**src/rtl/wb_snoop_pkg.sv**
```systemverilog
// Shared definitions for the snooping Wishbone initiator stage.
//   state_e      : FSM encoding of wb_snoop_initiator (also exported on its
//                  debug state port)
//   CTI_CLASSIC  : cycle type driven towards RAM (every beat is a single access)
//   BTE_LINEAR   : burst type driven towards RAM
package wb_snoop_pkg;

  typedef enum logic [1:0] {
    ST_IDLE  = 2'd0,
    ST_SNOOP = 2'd1,
    ST_MEM   = 2'd2
  } state_e;

  localparam logic [2:0] CTI_CLASSIC = 3'b000;
  localparam logic [1:0] BTE_LINEAR  = 2'b00;

endpackage

```
**src/rtl/wb_snoop_initiator_collector.sv**
```systemverilog
// snoop_ack_collector: gathers per-core snoop acknowledges for one snoop.
// Ports:
//   clk_i, rst_i   clock, asynchronous active-high reset
//   clear_i        start of a new snoop: zero ack mask, hit accumulator, timer
//   active_i       high on every SNOOP cycle
//   snoop_ack_i    per-core acknowledge
//   snoop_hit_i    per-core hit, only meaningful together with the ack
//   done_o         this SNOOP cycle is the last one (all acked or timer expired)
//   timeout_o      the snoop ends this cycle because of the timer alone
//   hit_o          hits collected so far, including this cycle's acks
module snoop_ack_collector #(
  parameter int NUM_CORES     = 1,
  parameter int SNOOP_TIMEOUT = 16
) (
  input  logic                 clk_i,
  input  logic                 rst_i,
  input  logic                 clear_i,
  input  logic                 active_i,
  input  logic [NUM_CORES-1:0] snoop_ack_i,
  input  logic [NUM_CORES-1:0] snoop_hit_i,
  output logic                 done_o,
  output logic                 timeout_o,
  output logic [NUM_CORES-1:0] hit_o
);

  localparam int TW = $clog2(SNOOP_TIMEOUT);
  localparam logic [TW-1:0] LAST = TW'(SNOOP_TIMEOUT - 1);

  logic [NUM_CORES-1:0] ack_mask_q, ack_mask_d;
  logic [NUM_CORES-1:0] hit_acc_q, hit_acc_d;
  logic [TW-1:0]        timer_q, timer_d;

  logic [NUM_CORES-1:0] ack_now;
  logic [NUM_CORES-1:0] hit_now;
  logic                 all_acked;
  logic                 last_cycle;

  always_comb begin
    // Include this cycle's acks so that acks arriving in the first SNOOP
    // cycle finish the snoop in that same cycle.
    ack_now    = ack_mask_q | snoop_ack_i;
    hit_now    = hit_acc_q | (snoop_hit_i & snoop_ack_i);
    all_acked  = &ack_now;
    last_cycle = (timer_q == LAST);

    done_o    = active_i & (all_acked | last_cycle);
    // All-acked wins over an expiring timer.
    timeout_o = active_i & last_cycle & ~all_acked;
    hit_o     = hit_now;

    ack_mask_d = ack_mask_q;
    hit_acc_d  = hit_acc_q;
    timer_d    = timer_q;
    if (clear_i) begin
      ack_mask_d = '0;
      hit_acc_d  = '0;
      timer_d    = '0;
    end else if (active_i) begin
      ack_mask_d = ack_now;
      hit_acc_d  = hit_now;
      timer_d    = timer_q + 1'b1;
    end
  end

  always_ff @(posedge clk_i or posedge rst_i) begin
    if (rst_i) begin
      ack_mask_q <= '0;
      hit_acc_q  <= '0;
      timer_q    <= '0;
    end else begin
      ack_mask_q <= ack_mask_d;
      hit_acc_q  <= hit_acc_d;
      timer_q    <= timer_d;
    end
  end

endmodule

```
**src/rtl/wb_snoop_initiator.sv**
```systemverilog
// wb_snoop_initiator: Wishbone pass-through between the interconnect memory
// port (wb_s_*) and main RAM (wb_m_*). Each write beat is first broadcast as
// an invalidate snoop to all cores and forwarded to RAM only once every core
// has acknowledged or the snoop timer expired. Reads go straight to RAM.
//
// Handshake: a beat is requested while wb_s_cyc_i & wb_s_stb_i are high and
// completes in the cycle where exactly one of ack/err/rty is returned; the
// RAM side follows the same rule, one beat per request (bursts are split).
// Snoop handshake: snoop_req_o is a level held for the whole snoop; a core
// answers with a snoop_ack_i pulse (repeats are harmless), snoop_hit_i is
// sampled only together with that core's ack.
//
// Ports:
//   wb_clk_i, wb_rst_i           clock, asynchronous active-high reset
//   wb_s_*                       Wishbone target port from the interconnect
//   wb_m_*                       Wishbone initiator port to RAM (classic cycles)
//   snoop_adr_o                  snoop address, replicated per core
//   snoop_req_o                  snoop request level
//   snoop_ack_i, snoop_hit_i     per-core snoop response
//   snoop_hit_mask_o             hits of the last completed snoop
//   snoop_timeout_o              sticky: some snoop ended by timeout
//   dbg_state_o                  current FSM state
module wb_snoop_initiator
  import wb_snoop_pkg::*;
#(
  parameter int NUM_CORES     = 1,
  parameter int SNOOP_TIMEOUT = 16
) (
  input  logic                    wb_clk_i,
  input  logic                    wb_rst_i,
  input  logic [31:0]             wb_s_adr_i,
  input  logic [31:0]             wb_s_dat_i,
  input  logic [3:0]              wb_s_sel_i,
  input  logic                    wb_s_we_i,
  input  logic                    wb_s_cyc_i,
  input  logic                    wb_s_stb_i,
  input  logic [2:0]              wb_s_cti_i,
  input  logic [1:0]              wb_s_bte_i,
  output logic [31:0]             wb_s_dat_o,
  output logic                    wb_s_ack_o,
  output logic                    wb_s_err_o,
  output logic                    wb_s_rty_o,
  output logic [31:0]             wb_m_adr_o,
  output logic [31:0]             wb_m_dat_o,
  output logic [3:0]              wb_m_sel_o,
  output logic                    wb_m_we_o,
  output logic                    wb_m_cyc_o,
  output logic                    wb_m_stb_o,
  output logic [2:0]              wb_m_cti_o,
  output logic [1:0]              wb_m_bte_o,
  input  logic [31:0]             wb_m_dat_i,
  input  logic                    wb_m_ack_i,
  input  logic                    wb_m_err_i,
  input  logic                    wb_m_rty_i,
  output logic [32*NUM_CORES-1:0] snoop_adr_o,
  output logic                    snoop_req_o,
  input  logic [NUM_CORES-1:0]    snoop_ack_i,
  input  logic [NUM_CORES-1:0]    snoop_hit_i,
  output logic [NUM_CORES-1:0]    snoop_hit_mask_o,
  output logic                    snoop_timeout_o,
  output state_e                  dbg_state_o
);

  state_e               state_q, state_d;
  logic [31:0]          snoop_adr_q, snoop_adr_d;
  logic [NUM_CORES-1:0] hit_mask_q, hit_mask_d;
  logic                 timeout_q, timeout_d;

  logic                 coll_clear;
  logic                 coll_active;
  logic                 coll_done;
  logic                 coll_timeout;
  logic [NUM_CORES-1:0] coll_hit;

  logic                 req_valid;
  logic                 unused_burst_info;

  // Burst qualifiers are accepted but meaningless once beats are split.
  assign unused_burst_info = ^{wb_s_cti_i, wb_s_bte_i};

  snoop_ack_collector #(
    .NUM_CORES     (NUM_CORES),
    .SNOOP_TIMEOUT (SNOOP_TIMEOUT)
  ) u_collector (
    .clk_i       (wb_clk_i),
    .rst_i       (wb_rst_i),
    .clear_i     (coll_clear),
    .active_i    (coll_active),
    .snoop_ack_i (snoop_ack_i),
    .snoop_hit_i (snoop_hit_i),
    .done_o      (coll_done),
    .timeout_o   (coll_timeout),
    .hit_o       (coll_hit)
  );

  // Address/data/select/we are pure pass-through; only cyc/stb are gated.
  assign wb_m_adr_o  = wb_s_adr_i;
  assign wb_m_dat_o  = wb_s_dat_i;
  assign wb_m_sel_o  = wb_s_sel_i;
  assign wb_m_we_o   = wb_s_we_i;
  assign wb_m_cti_o  = CTI_CLASSIC;
  assign wb_m_bte_o  = BTE_LINEAR;
  assign wb_s_dat_o  = wb_m_dat_i;

  assign snoop_adr_o      = {NUM_CORES{snoop_adr_q}};
  assign snoop_req_o      = (state_q == ST_SNOOP);
  assign snoop_hit_mask_o = hit_mask_q;
  assign snoop_timeout_o  = timeout_q;
  assign dbg_state_o      = state_q;

  assign req_valid = wb_s_cyc_i & wb_s_stb_i;

  always_comb begin
    state_d     = state_q;
    snoop_adr_d = snoop_adr_q;
    hit_mask_d  = hit_mask_q;
    timeout_d   = timeout_q;
    coll_clear  = 1'b0;
    coll_active = 1'b0;
    wb_m_cyc_o  = 1'b0;
    wb_m_stb_o  = 1'b0;
    wb_s_ack_o  = 1'b0;
    wb_s_err_o  = 1'b0;
    wb_s_rty_o  = 1'b0;

    case (state_q)
      ST_IDLE: begin
        if (req_valid) begin
          if (wb_s_we_i) begin
            snoop_adr_d = wb_s_adr_i;
            coll_clear  = 1'b1;
            state_d     = ST_SNOOP;
          end else begin
            state_d = ST_MEM;
          end
        end
      end

      ST_SNOOP: begin
        coll_active = 1'b1;
        if (coll_done) begin
          hit_mask_d = coll_hit;
          if (coll_timeout) begin
            timeout_d = 1'b1;
          end
          // An abandoned write still finishes its snoop; the extra
          // invalidate is harmless.
          state_d = wb_s_cyc_i ? ST_MEM : ST_IDLE;
        end
      end

      ST_MEM: begin
        wb_m_cyc_o = req_valid;
        wb_m_stb_o = req_valid;
        wb_s_ack_o = wb_m_ack_i;
        wb_s_err_o = wb_m_err_i;
        wb_s_rty_o = wb_m_rty_i;
        if (wb_m_ack_i || wb_m_err_i || wb_m_rty_i || !wb_s_cyc_i) begin
          state_d = ST_IDLE;
        end
      end

      default: state_d = ST_IDLE;
    endcase
  end

  always_ff @(posedge wb_clk_i or posedge wb_rst_i) begin
    if (wb_rst_i) begin
      state_q     <= ST_IDLE;
      snoop_adr_q <= '0;
      hit_mask_q  <= '0;
      timeout_q   <= 1'b0;
    end else begin
      state_q     <= state_d;
      snoop_adr_q <= snoop_adr_d;
      hit_mask_q  <= hit_mask_d;
      timeout_q   <= timeout_d;
    end
  end

endmodule
```
**config.mk**
```make
export PLATFORM = sky130hd
export DESIGN_NAME = wb_snoop_initiator
export DESIGN_NICKNAME = d
export VERILOG_FILES = /design/src/rtl/wb_snoop_pkg.sv /design/src/rtl/wb_snoop_initiator_collector.sv /design/src/rtl/wb_snoop_initiator.sv
export SDC_FILE = /design/constraint.sdc
export NUM_CORES = 1
export LEC_CHECK = 0
export BUFFER_PORTS_ARGS = -buffer_cell sky130_fd_sc_hd__buf_2
export CORE_AREA = 2 2 102 104
export DETAILED_ROUTE_END_ITERATION = 12
export DIE_AREA = 0 0 104 106
export HOLD_SLACK_MARGIN = 0.15
export PLACE_DENSITY = 0.65
export SYNTH_ARGS = -nofsm -noshare
export SYNTH_HDL_FRONTEND = slang
export SYNTH_HIERARCHICAL = 1
export SYNTH_SLANG_ARGS = --single-unit
```
**constraint.sdc**
```tcl
create_clock -name wb_clk_i -period 2.4 [get_ports wb_clk_i]
set_input_delay 0.12 -clock wb_clk_i [delete_from_list [all_inputs] [get_ports wb_clk_i]]
set_output_delay 0.12 -clock wb_clk_i [all_outputs]
set_load 0.01 [all_outputs]
```
# Word level (Yosys, flattened, before mapping)
# Cells that the tools add are included.
[totals] ff_bits=42 input_bits=115 output_inout_bits=148 elab_cells=53
[op_classes] addsub=1 eq_ne=6 muxes=20 bitwise=9 reduce_logical=10
[op_table] cell="$mux W1" count=12
[op_table] cell="$mux W2" count=5
[op_table] cell="$reduce_and A3 Y1" count=3
[op_table] cell="$mux W4" count=2
[op_table] cell="$pmux W2 S3" count=1
[op_table] cell="$and A1 B1 Y1" count=5
[op_table] cell="$add A4 B1 Y4 const B" count=1
[op_table] cell="$eq A4 B4 Y1 const B" count=1
[op_table] cell="$ne A2 B2 Y1 const B" count=2
[op_table] cell="$logic_or A1 B1 Y1" count=3
[op_table] cell="$or A1 B1 Y1" count=3
[op_table] cell="$eq A2 B1 Y1 const B" count=1
[op_table] cell="$eq A2 B2 Y1 const B" count=1
[op_table] cell="$logic_not A2 Y1" count=1
[op_table] cell="$ne A2 B1 Y1 const B" count=1
[op_table] cell="$reduce_and A2 Y1" count=1
[op_table] cell="$reduce_bool A2 Y1" count=1
[op_table] cell="$logic_not A1 Y1" count=1
[op_table] cell="$not A1 Y1" count=1

# Depth between registers and ports, before layout
[depth] depth_word=5 mapped_depth=6 depth_no_buf=5

# Modules after synthesis
# Netlist, hierarchy kept.
[modules_own_cells] module="wb_snoop_initiator" n_inst=1 cells_each=197 area_each_um2=2339.7 seq_area_each_um2=900.9
[modules_own_cells] module="snoop_ack_collector" n_inst=1 cells_each=29 area_each_um2=325.3 seq_area_each_um2=150.1

# Worst setup path before layout
# Ideal clock, no wire load.
[synth_timing] path_kind="register to register" from="reg state_q[1] (netlist: dbg_state_o[1])" to="reg hit_mask_q (netlist: snoop_hit_mask_o)" setup_ns=0.125 arrival_time_ns=1.500 required_ns=2.275 setup_slack_ns=0.776 stages_incl_launch_ff=7 path_buffers=1 synth_period_minus_slack_ns=1.624 cell_sequence="dfrtp_1 nand2b_1 inv_1 buf_6 nor2b_1 and2_1 mux2_2"
[synth_between] elab_chain_len=4
[synth_lines] item="from (decl)" line="wb_snoop_initiator.sv:64" source="state_e state_q, state_d;"
[synth_lines] item="from (signal assigned)" line="wb_snoop_initiator.sv:174" source="state_q <= state_d;"
[synth_lines] item="$eq A2 B1 Y1"
[synth_lines] item="named net snoop_req_o" line="wb_snoop_initiator.sv:56" source="output logic snoop_req_o,"
[synth_lines] item="$mux W1" line="wb_snoop_initiator.sv:126" source="case (state_q)"
[synth_lines] item="$and A1 B1 Y1" line="wb_snoop_initiator_collector.sv:46" source="done_o = active_i & (all_acked | last_cycle);"
[synth_lines] item="named net coll_done" line="wb_snoop_initiator.sv:71" source="logic coll_done;"
[synth_lines] item="$reduce_and A2 Y1 (no line)"
[synth_lines] item="to (signal assigned)" line="wb_snoop_initiator.sv:176" source="hit_mask_q <= hit_mask_d;"
[synth_lines] item="to (decl)" line="wb_snoop_initiator.sv:66" source="logic [NUM_CORES-1:0] hit_mask_q, hit_mask_d;"
# The timed path passes the listed nets, and every way through them passes these cells.
# A chain may end at the register's enable or synchronous reset.

# Worst setup path after layout
[layout_timing] from="reg u_collector.timer_q[0]" to="reg state_q[1] (netlist: dbg_state_o[1])"
[layout_between] elab_chain_len=5
[layout_lines] item="from (decl)" line="wb_snoop_initiator_collector.sv:31" source="logic [TW-1:0] timer_q, timer_d;"
[layout_lines] item="from (signal assigned)" line="wb_snoop_initiator_collector.sv:73" source="timer_q <= timer_d;"
[layout_lines] item="$eq A4 B4 Y1" line="wb_snoop_initiator_collector.sv:44" source="last_cycle = (timer_q == LAST);"
[layout_lines] item="$or A1 B1 Y1" line="wb_snoop_initiator_collector.sv:46"
[layout_lines] item="$and A1 B1 Y1" line="wb_snoop_initiator_collector.sv:46"
[layout_lines] item="named net coll_done" line="wb_snoop_initiator.sv:71"
[layout_lines] item="$ne A2 B1 Y1 (no line)"
[layout_lines] item="$reduce_and A3 Y1 (no line)"
# The timed path passes the listed nets, and every way through them passes these cells.

==> summary.md <==
| Metric | Value |
|---|---|
| Outcome | `completed` |
| Post-CTS Setup Repair Bufs | `0` |
| Final Net Count | `between 300 and 400` |
| Fin crit share | `0.689` |
| Ant diodes | `0` |
| Setup tns final | `0 ns` |
| CP endpoint kind | `flip-flop` |
| Worst-margin pin slew | `between 0.7 and 0.8 ns` |
| H-tree depth | `2` |
| DR pass1 iterations | `2` |
| Die W | `between 100 and 150 um` |
| Fin. Hold Viols | `0` |
| Startpoint Class | `flip-flop` |
| Vias in the first global route | `1,705` |
| Number of vias per cell | `3.97` |
| Max IR drop VDD | `between 0.0004 and 0.0005 V` |
| GR Overflow Total | `0` |
| Hold Crit Class | `primary input to output pin` |
| Leak | `between 0.0015 and 0.002 uW` |
| First-pass GRT wire length | `8.99 mm` |
| Initial antenna violation count | `0` |
| TritonCTS Buffers | `5` |
| Tmin final | `~1.7 ns` |
| RSZ-0062 raised after global routing | `no` |
| CTS Root Cell | `clkbuf_8` |
| Initial Util | `0.267` |
| Placeable Area | `approximately 10000 um^2` |
| Area growth from synthesis to layout | `15.3%` |
| GR Util All Layers | `0.104` |
| DP Wirelength | `4.25 mm` |
| Core Rows | `37` |
| Residual DRC | `0` |
| Synth Warn # | `6` |
| Finished Core Util | `0.307` |
| Mapped Avg Cell Area | `~12 um^2` |
| Area leader, netlist | `dfrtp_1` |
| Sequential share of the synthesized area | `0.394` |
| CTS tree | `done` |
| Largest net degree at the start of global routing | `25` |
| Post-synth top area share | `0.394` |
| Mapped Cells | `roughly 230` |
| RD Place Congestion | `between 0.7 and 0.8` |
| Mapped Area | `between 2000 and 3000 um^2` |
| Synth top area cells | `dfrtp_1 39%, buf_4 30%, mux2_4 16%, mux2_2 2.1%, buf_6 1.7%` |
| Die area | `about 11,000 um^2` |
| Die H | `between 100 and 150 um` |
| Worst Setup Path Type | `flip-flop to flip-flop` |
| Clock sink total | `42` |
| Final WL | `approximately 5.9 mm` |
| Slew headroom | `0.516` |
| Starting DRC count in detailed routing | `46` |
| Worst EP arrival | `around 1.8 ns` |
| Vias | `1,660` |
| MaxCap Viol Count | `0` |
| Worst EP required | `~2.6 ns` |
| Share of layout cells above drive strength 1 | `0.585` |
| Port Buffers | `between 100 and 150` |
| Maximum fanout along the worst path | `4` |
| Worst-path clk slew | `about 0.08 ns` |
| Wire per inst | `approximately 14 um` |
| # resized after CTS | `0` |
| Clk Latency, worst-skew pair | `about 0.29 ns` |
| Max Clock Freq | `0.605 GHz` |
| Hold_buf cts | `36` |
| FF+latch count, synth | `42` |
| PD cells | `just under 1000 nW/um^2` |
| Final ANT Viol Nets | `0` |
| Clock Skew | `about 0.0053 ns` |
| Final Max Tran Viols | `0` |
| Maximum clock path buffer count | `2` |
| I/O pins | `263` |
| Netlist cell types | `28` |
| Count of final setup violators | `0` |
## cell type report
cell class | instances | area [um^2]
Sequential cell | 42 | 1050
Timing Repair Buffer | 155 | 976
Multi-Input combinational cell | 73 | 766
Tap cell | 136 | 170
Clock buffer | 6 | 82.6
Fill cell | 1056 | 6930
Clock inverter | 2 | 12.5
Inverter | 4 | 15.0
## per-layer routing
layer | track usage | part of all wire
met1 | 0.112 | 0.37
met3 | 0.0343 | 0.078
met5 | 0 | 0
met4 | 0.0531 | 0.033
met2 | 0.183 | 0.52
## state kept, by name (all words and copies together), names as in the netlist
name	flops
u_collector/timer_q	4
u_collector/ack_mask_q	1
u_collector/hit_acc_q	1
snoop_timeout_o	1
snoop_adr_o	32
snoop_hit_mask_o	1
dbg_state_o	2
## cells in the mapped netlist
cell type and number:
mux2i_1 1, nor2b_1 3, o31a_1 1, a311oi_1 1
and3_1 1, inv_1 4, a21o_1 2, nor2_2 1
a21bo_2 1, buf_4 107, nor3_1 1, dfrtp_1 42
nand2b_1 1, xnor2_1 1, nor2_1 5, nor4b_1 2
a31oi_1 1, nand4_4 2, conb_1 1, mux2_2 5
buf_6 4, o21ai_0 1, mux2_4 29, ha_1 1
nand3b_1 1, nand4_1 1, and2_1 4, a21oi_1 2
## cell usage in the layout, fill, tap and decap left out, types with 2 or more instances in the layout
cell type | netlist | routed
buf_2 | 0 | 116
dfrtp_1 | 42 | 42
dlygate4sd3_1 | 0 | 36
mux2_4 | 29 | 29
clkbuf_8 | 0 | 6
mux2_2 | 5 | 5
conb_1 | 1 | 5
nor2_1 | 5 | 5
and2_1 | 4 | 4
inv_1 | 4 | 3
nor2b_1 | 3 | 3
nand4_4 | 2 | 2
a21o_1 | 2 | 2
nor4b_1 | 2 | 2
buf_4 | 107 | 2
a21oi_1 | 2 | 2
## power by group
part | leakage, uW | internal, uW | switching (uW)
sequential | 0.000506 | 1050 | 207
clock | 0.0000472 | 232 | 250
combinational | 0.00108 | 743 | 559
total | 0.00163 | 2020 | 1020
## worst max-delay path: stages, from the launching register on
cell and delay, ns:
dfrtp_1 0.44, ha_1 0.27, a311oi_1 0.27, nor2b_1 0.08
and2_1 0.18, o31a_1 0.30
## per-stage QoR
step           power [uW]  std cells  hold slack [ns]  setup WS (ns)  cell area (um^2)
2_1_floorplan        2200        230          -0.0890          0.776              2680
3_3_place_gp         2500        374           0.0524          0.760              2620
3_5_place_dp         2530        374           0.0607          0.744              2620
4_1_cts              3090        418            0.240          0.704              3070
5_1_grt              3250        418            0.240          0.609              3070
6_report             3040        418            0.240          0.746              3070
## kinds of logic after synthesis
| logic type | Yosys count | synth area share |
|---|---|---|
| buffers and inverters | 115 | 0.324 |
| multiplexers | 35 | 0.188 |
| adder cells (fa/ha/maj) | 1 | 0.00469 |
| flip-flops | 42 | 0.394 |
| AO/OA/AOI/OAI | 9 | 0.0239 |
| other | 1 | 0.00141 |
| AND/OR/NAND/NOR | 22 | 0.0601 |
| XOR/XNOR | 1 | 0.00329 |
## worst paths after layout
check / startpoint / endpoint / slack [ns] / cells after the start
min in group asynchronous: wb_rst_i / u_collector/hit_acc_q$_DFFE_PP0P_ / 0.29 / 3
min: wb_s_dat_i[10] / wb_m_dat_o[10] / 0.24 / 0
max in group asynchronous: wb_rst_i / snoop_adr_o[14]$_DFFE_PP0P_ / 1.37 / 4
max reg2reg: u_collector/timer_q[0]$_DFFE_PP0P_ / dbg_state_o[1]$_DFFE_PP0P_ / 0.75 / 5
min reg2reg: snoop_timeout_o$_DFFE_PP0P_ / snoop_timeout_o$_DFFE_PP0P_ / 0.46 / 1
max: u_collector/timer_q[0]$_DFFE_PP0P_ / dbg_state_o[1]$_DFFE_PP0P_ / 0.75 / 5
Power figures use the tool's default switching activity.
